File: src/rtl/ps2_pkg.sv
// Shared types and constants for the PS/2 scan-code tracker.
package ps2_pkg;

    typedef enum logic [1:0] {
        ST_IDLE,
        ST_EXT,
        ST_BRK,
        ST_EXT_BRK
    } ps2_state_e;

    localparam logic [7:0] PS2_PREFIX_EXT = 8'hE0;
    localparam logic [7:0] PS2_PREFIX_BRK = 8'hF0;

    localparam int PS2_MAX_KEYS = 16;
    localparam int PS2_TBL_W    = PS2_MAX_KEYS * 9;

    // {ext, scan byte}
    typedef logic [8:0] key_code_t;

    localparam key_code_t PS2_CODE_NONE = 9'h1FF;

    function automatic key_code_t key_slot(
        input logic [PS2_TBL_W-1:0] tbl,
        input int unsigned          idx
    );
        return tbl[idx*9 +: 9];
    endfunction

endpackage

File: src/rtl/ps2_key_tracker_if.sv
// Byte-receiver input and key-state output bundle of the tracker.
interface ps2_key_tracker_if #(
    parameter int NUM_KEYS = 6
);
    logic [7:0]          ps2_key_data;
    logic                ps2_key_pressed;
    logic [NUM_KEYS-1:0] key_held;
    logic [NUM_KEYS-1:0] key_press;
    logic [NUM_KEYS-1:0] key_release;
    logic                any_held;
    logic [8:0]          last_code;
    logic                last_is_break;
    logic                code_valid;

    modport master (
        output ps2_key_data,
        output ps2_key_pressed,
        input  key_held,
        input  key_press,
        input  key_release,
        input  any_held,
        input  last_code,
        input  last_is_break,
        input  code_valid
    );

    modport slave (
        input  ps2_key_data,
        input  ps2_key_pressed,
        output key_held,
        output key_press,
        output key_release,
        output any_held,
        output last_code,
        output last_is_break,
        output code_valid
    );

endinterface

File: src/rtl/ps2_prefix_fsm.sv
// Set-2 E0/F0 prefix decoder with idle timeout; emits one strobe
// per completed make/break carrying {ext, byte}.
module ps2_prefix_fsm
    import ps2_pkg::*;
#(
    parameter int TIMEOUT_CYCLES = 150000
) (
    input  logic      clk_i,
    input  logic      rst_i,
    input  logic [7:0] byte_i,
    input  logic      stb_i,
    output logic      code_stb_o,
    output key_code_t code_o,
    output logic      is_break_o
);

    localparam int CW = $clog2(TIMEOUT_CYCLES + 1);
    localparam logic [CW-1:0] CNT_MAX = CW'(TIMEOUT_CYCLES);

    ps2_state_e    state_q, state_d;
    logic [CW-1:0] cnt_q, cnt_d;

    logic is_ext;
    logic is_brk;
    logic expired;

    assign is_ext  = (byte_i == PS2_PREFIX_EXT);
    assign is_brk  = (byte_i == PS2_PREFIX_BRK);
    assign expired = (cnt_q >= CNT_MAX);

    always_ff @(posedge clk_i) begin
        if (rst_i) begin
            state_q <= ST_IDLE;
            cnt_q   <= '0;
        end else begin
            state_q <= state_d;
            cnt_q   <= cnt_d;
        end
    end

    // A strobe always takes priority over a coincident expiry.
    always_comb begin
        state_d = state_q;
        cnt_d   = cnt_q;
        if (stb_i) begin
            cnt_d = '0;
            unique case (state_q)
                ST_IDLE: begin
                    if (is_ext) state_d = ST_EXT;
                    else if (is_brk) state_d = ST_BRK;
                end
                ST_EXT: begin
                    if (is_brk) state_d = ST_EXT_BRK;
                    else if (!is_ext) state_d = ST_IDLE;
                end
                ST_BRK:     state_d = ST_IDLE;
                ST_EXT_BRK: state_d = ST_IDLE;
                default:    state_d = ST_IDLE;
            endcase
        end else if (state_q != ST_IDLE) begin
            if (expired) begin
                state_d = ST_IDLE;
                cnt_d   = '0;
            end else begin
                cnt_d = cnt_q + 1'b1;
            end
        end
    end

    always_comb begin
        code_stb_o = 1'b0;
        code_o     = {1'b0, byte_i};
        is_break_o = 1'b0;
        if (stb_i) begin
            unique case (state_q)
                ST_IDLE: begin
                    code_stb_o = !is_ext && !is_brk;
                end
                ST_EXT: begin
                    code_stb_o = !is_ext && !is_brk;
                    code_o     = {1'b1, byte_i};
                end
                ST_BRK: begin
                    code_stb_o = 1'b1;
                    is_break_o = 1'b1;
                end
                ST_EXT_BRK: begin
                    code_stb_o = 1'b1;
                    code_o     = {1'b1, byte_i};
                    is_break_o = 1'b1;
                end
                default: code_stb_o = 1'b0;
            endcase
        end
    end

endmodule

File: src/rtl/ps2_key_tracker.sv
// Tracks held state of a configurable set of PS/2 keys and emits
// registered press/release pulses plus the last decoded code.
module ps2_key_tracker
    import ps2_pkg::*;
#(
    parameter int                        NUM_KEYS       = 6,
    parameter logic [NUM_KEYS*9-1:0]     KEY_CODES      =
        {9'h175, 9'h029, 9'h023, 9'h01C, 9'h01B, 9'h01D},
    parameter key_code_t                 CLEAR_CODE     = 9'h015,
    parameter int                        TIMEOUT_CYCLES = 150000
) (
    input  logic             CLOCK_50,
    input  logic             reset,
    ps2_key_tracker_if.slave bus
);

    localparam logic [PS2_TBL_W-1:0] TBL = PS2_TBL_W'(KEY_CODES);
    localparam bit CLEAR_EN = (CLEAR_CODE != PS2_CODE_NONE);

    logic      code_stb;
    key_code_t code;
    logic      code_brk;

    logic [NUM_KEYS-1:0] held_q, held_d;
    logic [NUM_KEYS-1:0] press_q, press_d;
    logic [NUM_KEYS-1:0] rel_q, rel_d;
    logic                any_q, any_d;
    key_code_t           lc_q, lc_d;
    logic                lb_q, lb_d;
    logic                cv_q, cv_d;

    ps2_prefix_fsm #(
        .TIMEOUT_CYCLES(TIMEOUT_CYCLES)
    ) u_fsm (
        .clk_i     (CLOCK_50),
        .rst_i     (reset),
        .byte_i    (bus.ps2_key_data),
        .stb_i     (bus.ps2_key_pressed),
        .code_stb_o(code_stb),
        .code_o    (code),
        .is_break_o(code_brk)
    );

    always_comb begin
        held_d  = held_q;
        press_d = '0;
        rel_d   = '0;
        lc_d    = lc_q;
        lb_d    = lb_q;
        cv_d    = 1'b0;
        if (code_stb) begin
            cv_d = 1'b1;
            lc_d = code;
            lb_d = code_brk;
            if (CLEAR_EN && !code_brk && (code == CLEAR_CODE)) begin
                rel_d  = held_q;
                held_d = '0;
            end else begin
                for (int i = 0; i < NUM_KEYS; i++) begin
                    if (key_slot(TBL, i) == code) begin
                        if (code_brk) begin
                            rel_d[i]  = held_q[i];
                            held_d[i] = 1'b0;
                        end else begin
                            press_d[i] = !held_q[i];
                            held_d[i]  = 1'b1;
                        end
                    end
                end
            end
        end
        any_d = |held_d;
    end

    always_ff @(posedge CLOCK_50) begin
        if (reset) begin
            held_q  <= '0;
            press_q <= '0;
            rel_q   <= '0;
            any_q   <= 1'b0;
            lc_q    <= '0;
            lb_q    <= 1'b0;
            cv_q    <= 1'b0;
        end else begin
            held_q  <= held_d;
            press_q <= press_d;
            rel_q   <= rel_d;
            any_q   <= any_d;
            lc_q    <= lc_d;
            lb_q    <= lb_d;
            cv_q    <= cv_d;
        end
    end

    assign bus.key_held      = held_q;
    assign bus.key_press     = press_q;
    assign bus.key_release   = rel_q;
    assign bus.any_held      = any_q;
    assign bus.last_code     = lc_q;
    assign bus.last_is_break = lb_q;
    assign bus.code_valid    = cv_q;

endmodule
File: src/flat_wrapper.sv
// flat-port wrapper written by rule: the top's interface ports become plain ports
module ps2_key_tracker_flat import ps2_pkg::*;
#(
    parameter int                        NUM_KEYS       = 6,
    parameter logic [NUM_KEYS*9-1:0]     KEY_CODES      =
        {9'h175, 9'h029, 9'h023, 9'h01C, 9'h01B, 9'h01D},
    parameter key_code_t                 CLEAR_CODE     = 9'h015,
    parameter int                        TIMEOUT_CYCLES = 150000
)
  (CLOCK_50, reset, bus_ps2_key_data, bus_ps2_key_pressed, bus_key_held, bus_key_press, bus_key_release, bus_any_held, bus_last_code, bus_last_is_break, bus_code_valid);
  ps2_key_tracker_if #(.NUM_KEYS(NUM_KEYS)) bus_i ();
  input  logic CLOCK_50;
  input  logic reset;
  input wire logic [$bits(bus_i.ps2_key_data)-1:0] bus_ps2_key_data;
  input wire logic [$bits(bus_i.ps2_key_pressed)-1:0] bus_ps2_key_pressed;
  output wire logic [$bits(bus_i.key_held)-1:0] bus_key_held;
  output wire logic [$bits(bus_i.key_press)-1:0] bus_key_press;
  output wire logic [$bits(bus_i.key_release)-1:0] bus_key_release;
  output wire logic [$bits(bus_i.any_held)-1:0] bus_any_held;
  output wire logic [$bits(bus_i.last_code)-1:0] bus_last_code;
  output wire logic [$bits(bus_i.last_is_break)-1:0] bus_last_is_break;
  output wire logic [$bits(bus_i.code_valid)-1:0] bus_code_valid;
  assign bus_i.ps2_key_data = bus_ps2_key_data;
  assign bus_i.ps2_key_pressed = bus_ps2_key_pressed;
  assign bus_key_held = bus_i.key_held;
  assign bus_key_press = bus_i.key_press;
  assign bus_key_release = bus_i.key_release;
  assign bus_any_held = bus_i.any_held;
  assign bus_last_code = bus_i.last_code;
  assign bus_last_is_break = bus_i.last_is_break;
  assign bus_code_valid = bus_i.code_valid;
  ps2_key_tracker #(.NUM_KEYS(NUM_KEYS), .KEY_CODES(KEY_CODES), .CLEAR_CODE(CLEAR_CODE), .TIMEOUT_CYCLES(TIMEOUT_CYCLES)) u_core (.CLOCK_50(CLOCK_50), .reset(reset), .bus(bus_i));
endmodule
File: config.mk
export PLATFORM = sky130hd
export DESIGN_NAME = ps2_key_tracker_flat
export DESIGN_NICKNAME = d
export VERILOG_FILES = /design/src/rtl/ps2_pkg.sv /design/src/rtl/ps2_key_tracker_if.sv /design/src/rtl/ps2_prefix_fsm.sv /design/src/rtl/ps2_key_tracker.sv /design/src/flat_wrapper.sv
export SDC_FILE = /design/constraint.sdc
export NUM_CORES = 1
export LEC_CHECK = 0
export BUFFER_PORTS_ARGS = -buffer_cell sky130_fd_sc_hd__buf_2
export CAP_MARGIN = 5
export CORE_MARGIN = 3
export CORE_UTILIZATION = 45
export DETAILED_ROUTE_END_ITERATION = 8
export PLACE_DENSITY = 0.7
export SLEW_MARGIN = 20
export SYNTH_ARGS = -nofsm -noshare
export SYNTH_HDL_FRONTEND = slang
export SYNTH_SLANG_ARGS = --single-unit
File: constraint.sdc
create_clock -name CLOCK_50 -period 1.65 [get_ports CLOCK_50]
set_input_delay 0.2475 -clock CLOCK_50 [delete_from_list [all_inputs] [get_ports CLOCK_50]]
set_output_delay 0.2475 -clock CLOCK_50 [all_outputs]
set_load 0.01 [all_outputs]
==> impl_metrics.json <==
{
  "first_iter_violations": 103,
  "layout_common_cells": "buf_4, dfxtp_1, buf_2, nand2_1, nor2_1",
  "violations": "setup timing",
  "area_growth_pct": 31.3,
  "p_per_area_nw_per_um2": 728,
  "cts_buffers": 5,
  "post-route-period-util_pct": 102,
  "outcome": "finished, violations left",
  "slew_headroom_pct": 69.0,
  "num_rows": 25,
  "worst_slew_pin_slew_ps": 461,
  "postPlaceCellArea_sq_um": 2950,
  "p_leak_uw": 0.00130,
  "detail-route-antenna-nets": 0,
  "grt_pass1_vias": 2114,
  "grt-ovfl-total": 0,
  "finalNonFillerCells": 412,
  "clkPwrFrac_pct": 37.5,
  "drv_slew": 0,
  "whs_ps": 215,
  "via_per_inst": 5.18,
  "ys_seq_area_share_pct": 42.2,
  "synth_cell_types": 56,
  "start_kind": "flop",
  "crit_required_ps": 1850,
  "worstPathArrival_ps": 1890,
  "p_int_uw": 1750,
  "combPwrFrac_pct": 8.6,
  "setup_slack_ps": -36.4,
  "insertedDiodeCount": 0,
  "synth_ff_type": "dfxtp_1",
  "antenna_found_initial": 0,
  "wl_per_cell_microns": 13.3,
  "core_area_sq_um": 4910,
  "max_freq_mhz": 593,
  "synth-edff-count": 0,
  "design_area_sq_um": 3120,
  "fin_crit_ps": 1690,
  "finClkSkew_ps": 8.53,
  "drt_pass1_iterations": 4,
  "yosysWarnings": 0,
  "power_frac_seq_pct": 54.0,
  "synth.avg_cell_area_sq_um": 9.16,
  "drive_gt1_share_pct": 37.1,
  "dp.cells": 403,
  "crit_type": "flop to flop",
  "ios": 41,
  "die_y_microns": 78.6,
  "grtUsageTotal_pct": 19.1,
  "grt_max_degree": 27,
  "hold_path_class": "input pin to flop",
  "final_net_count": 357,
  "dieArea_sq_um": 6180,
  "swShare_pct": 22.7,
  "finalHoldViolCount": 0,
  "setup_violations": 18,
  "synth_nets": 272,
  "cts.sinks": 50,
  "peakVddDrop_uv": 376,
  "switching_power_uw": 515,
  "drv_cap": 0,
  "clk_pin_slew_ps": 90,
  "postCtsHoldBufs": 0,
  "root_buffer": "clkbuf_8",
  "cp_max_fo": 18,
  "clock_latency_ps": 310,
  "synthArstFlopShare_pct": 0,
  "final_common_cell": "buf_4",
  "vias": 2135,
  "cts_tree": "done",
  "crit_path_end_kind": "flop",
  "yosys_register_bits": 50,
  "clk_path_buf_depth": 2,
  "routed_wirelength_mm": 5.47,
  "final_core_util_pct": 63.5,
  "die_x_microns": 78.6,
  "grt_setup_unrepaired": "yes",
  "hpwl_mm": 4.08,
  "portBuffers": 40,
  "synthCells": 259,
  "netlist_area_sq_um": 2370,
  "htree_levels": 2,
  "drc": 0,
  "grt_pass1_wl_mm": 9.47,
  "place_congestion": 0.893,
  "initial_core_util_pct": 48.3
}
[cell families (layout without fill, tap and decap cells)]
| logic type | Yosys count | in the layout | synth area share [%] |
|---|---|---|---|
| AOI/OAI and AO/OA | 47 | 47 | 14.1 |
| xor gates and xnor gates | 15 | 15 | 5.53 |
| adders and majority gates | 2 | 2 | 1.05 |
| buffers and inverters | 23 | 109 | 7.17 |
| DFF | 50 | 50 | 42.2 |
| muxes | 1 | 1 | 0.474 |
| and+or+nand+nor | 121 | 121 | 29.5 |
[cells in the mapped netlist, drive strengths merged (2+ instances only)]
| cell | n | area [sq um] |
|---|---|---|
| a211o | 3 | 26.3 |
| a21o | 2 | 15.0 |
| a21oi | 20 | 100 |
| a22oi | 3 | 27.5 |
| a32oi | 3 | 26.3 |
| a41oi | 2 | 17.5 |
| and2 | 3 | 21.3 |
| and3 | 3 | 18.8 |
| buf | 6 | 55.1 |
| clkbuf | 8 | 81.3 |
| dfxtp | 50 | 1000 |
| ha | 2 | 25.0 |
| inv | 9 | 33.8 |
| nand2 | 35 | 131 |
| nand2b | 4 | 25.0 |
| nand3 | 5 | 25.0 |
| nand4 | 4 | 25.0 |
| nand4b | 2 | 17.5 |
| nor2 | 27 | 101 |
| nor3 | 8 | 40.0 |
| nor3b | 8 | 60.1 |
| nor4 | 7 | 101 |
| o2111a | 2 | 22.5 |
| o21ai | 4 | 31.3 |
| or2 | 2 | 15.0 |
| or4 | 3 | 22.5 |
| or4b | 2 | 27.5 |
| xnor2 | 11 | 96.3 |
| xor2 | 4 | 35.0 |
[metal layers]
| layer | vias up | track usage, % | share of wire, % |
|---|---|---|---|
| met3 | 9 | 3.67 | 4.8 |
| met5 | - | 0 | 0 |
| li1 | 1077 | - | - |
| met2 | 63 | 29.9 | 43 |
| met1 | 986 | 25.5 | 50 |
| met4 | 0 | 8.22 | 1.9 |
[timing repair]
action,4_1_cts,5_1_grt
endpoints found under the setup margin,19,28
buffers inserted,1,0
resized for setup,1,9
pin swaps,1,3
[cell type report]
| class | instances | area [sq um] |
|---|---|---|
| timing repair buffer | 92 | 603 |
| sequential | 50 | 1000 |
| tap | 67 | 83.8 |
| clock inverter | 3 | 40.0 |
| inverter | 9 | 33.8 |
| clock buffer | 5 | 68.8 |
| multi-input combinational | 186 | 1280 |
| fill | 426 | 1790 |
[path summary, 6_finish.rpt]
path,start,end,slack [ps],cells past startpoint
worst max-delay path,u_core.u_fsm.cnt_q[12],u_core.u_fsm.cnt_q[6],-40,6
worst min-delay path,bus_ps2_key_data[4],u_core.bus.last_code[4],210,3
worst max register to register,u_core.u_fsm.cnt_q[12],u_core.u_fsm.cnt_q[6],-40,6
worst min register to register,u_core.bus.last_code[6],u_core.bus.last_code[6],460,2
[sequential cells by signal, summed over array words and instances (netlist names)]
name / cells
u_core.u_fsm.cnt_q: 18
u_core.bus.last_code: 9
u_core.bus.key_held: 6
u_core.bus.key_press: 6
u_core.bus.key_release: 6
u_core.u_fsm.state_q: 2
u_core.bus.any_held: 1
u_core.bus.code_valid: 1
u_core.bus.last_is_break: 1
[per-stage QoR]
step | power [uW] | setup TNS (ps) | setup slack [ps]
finish | 2270 | -378 | -36.4
global route | 2360 | -1910 | -109
CTS | 2290 | -434 | -40.3
detailed placement | 1440 | -2350 | -244
global placement | 1440 | -1690 | -155
floorplan | 1360 | -244 | -24.4
[power groups by stage]
| stage | Combinational [uW] | Sequential (uW) | Clock, uW |
|---|---|---|---|
| 2_1_floorplan | 102 | 1260 | 0 |
| 6_report | 194 | 1220 | 850 |
| 3_3_place_gp | 186 | 1250 | 0 |
| 4_1_cts | 190 | 1220 | 875 |
| 5_1_grt | 212 | 1230 | 924 |
| 3_5_place_dp | 188 | 1250 | 0 |
[worst max-delay path, stage by stage (launching register included)]
cell	delay, ps
dfxtp_2	340
or4_4	540
nor4_4	190
a22oi_2	110
o21ai_4	170
buf_12	160
nor2_1	60
(Power assumes the default switching activity.)
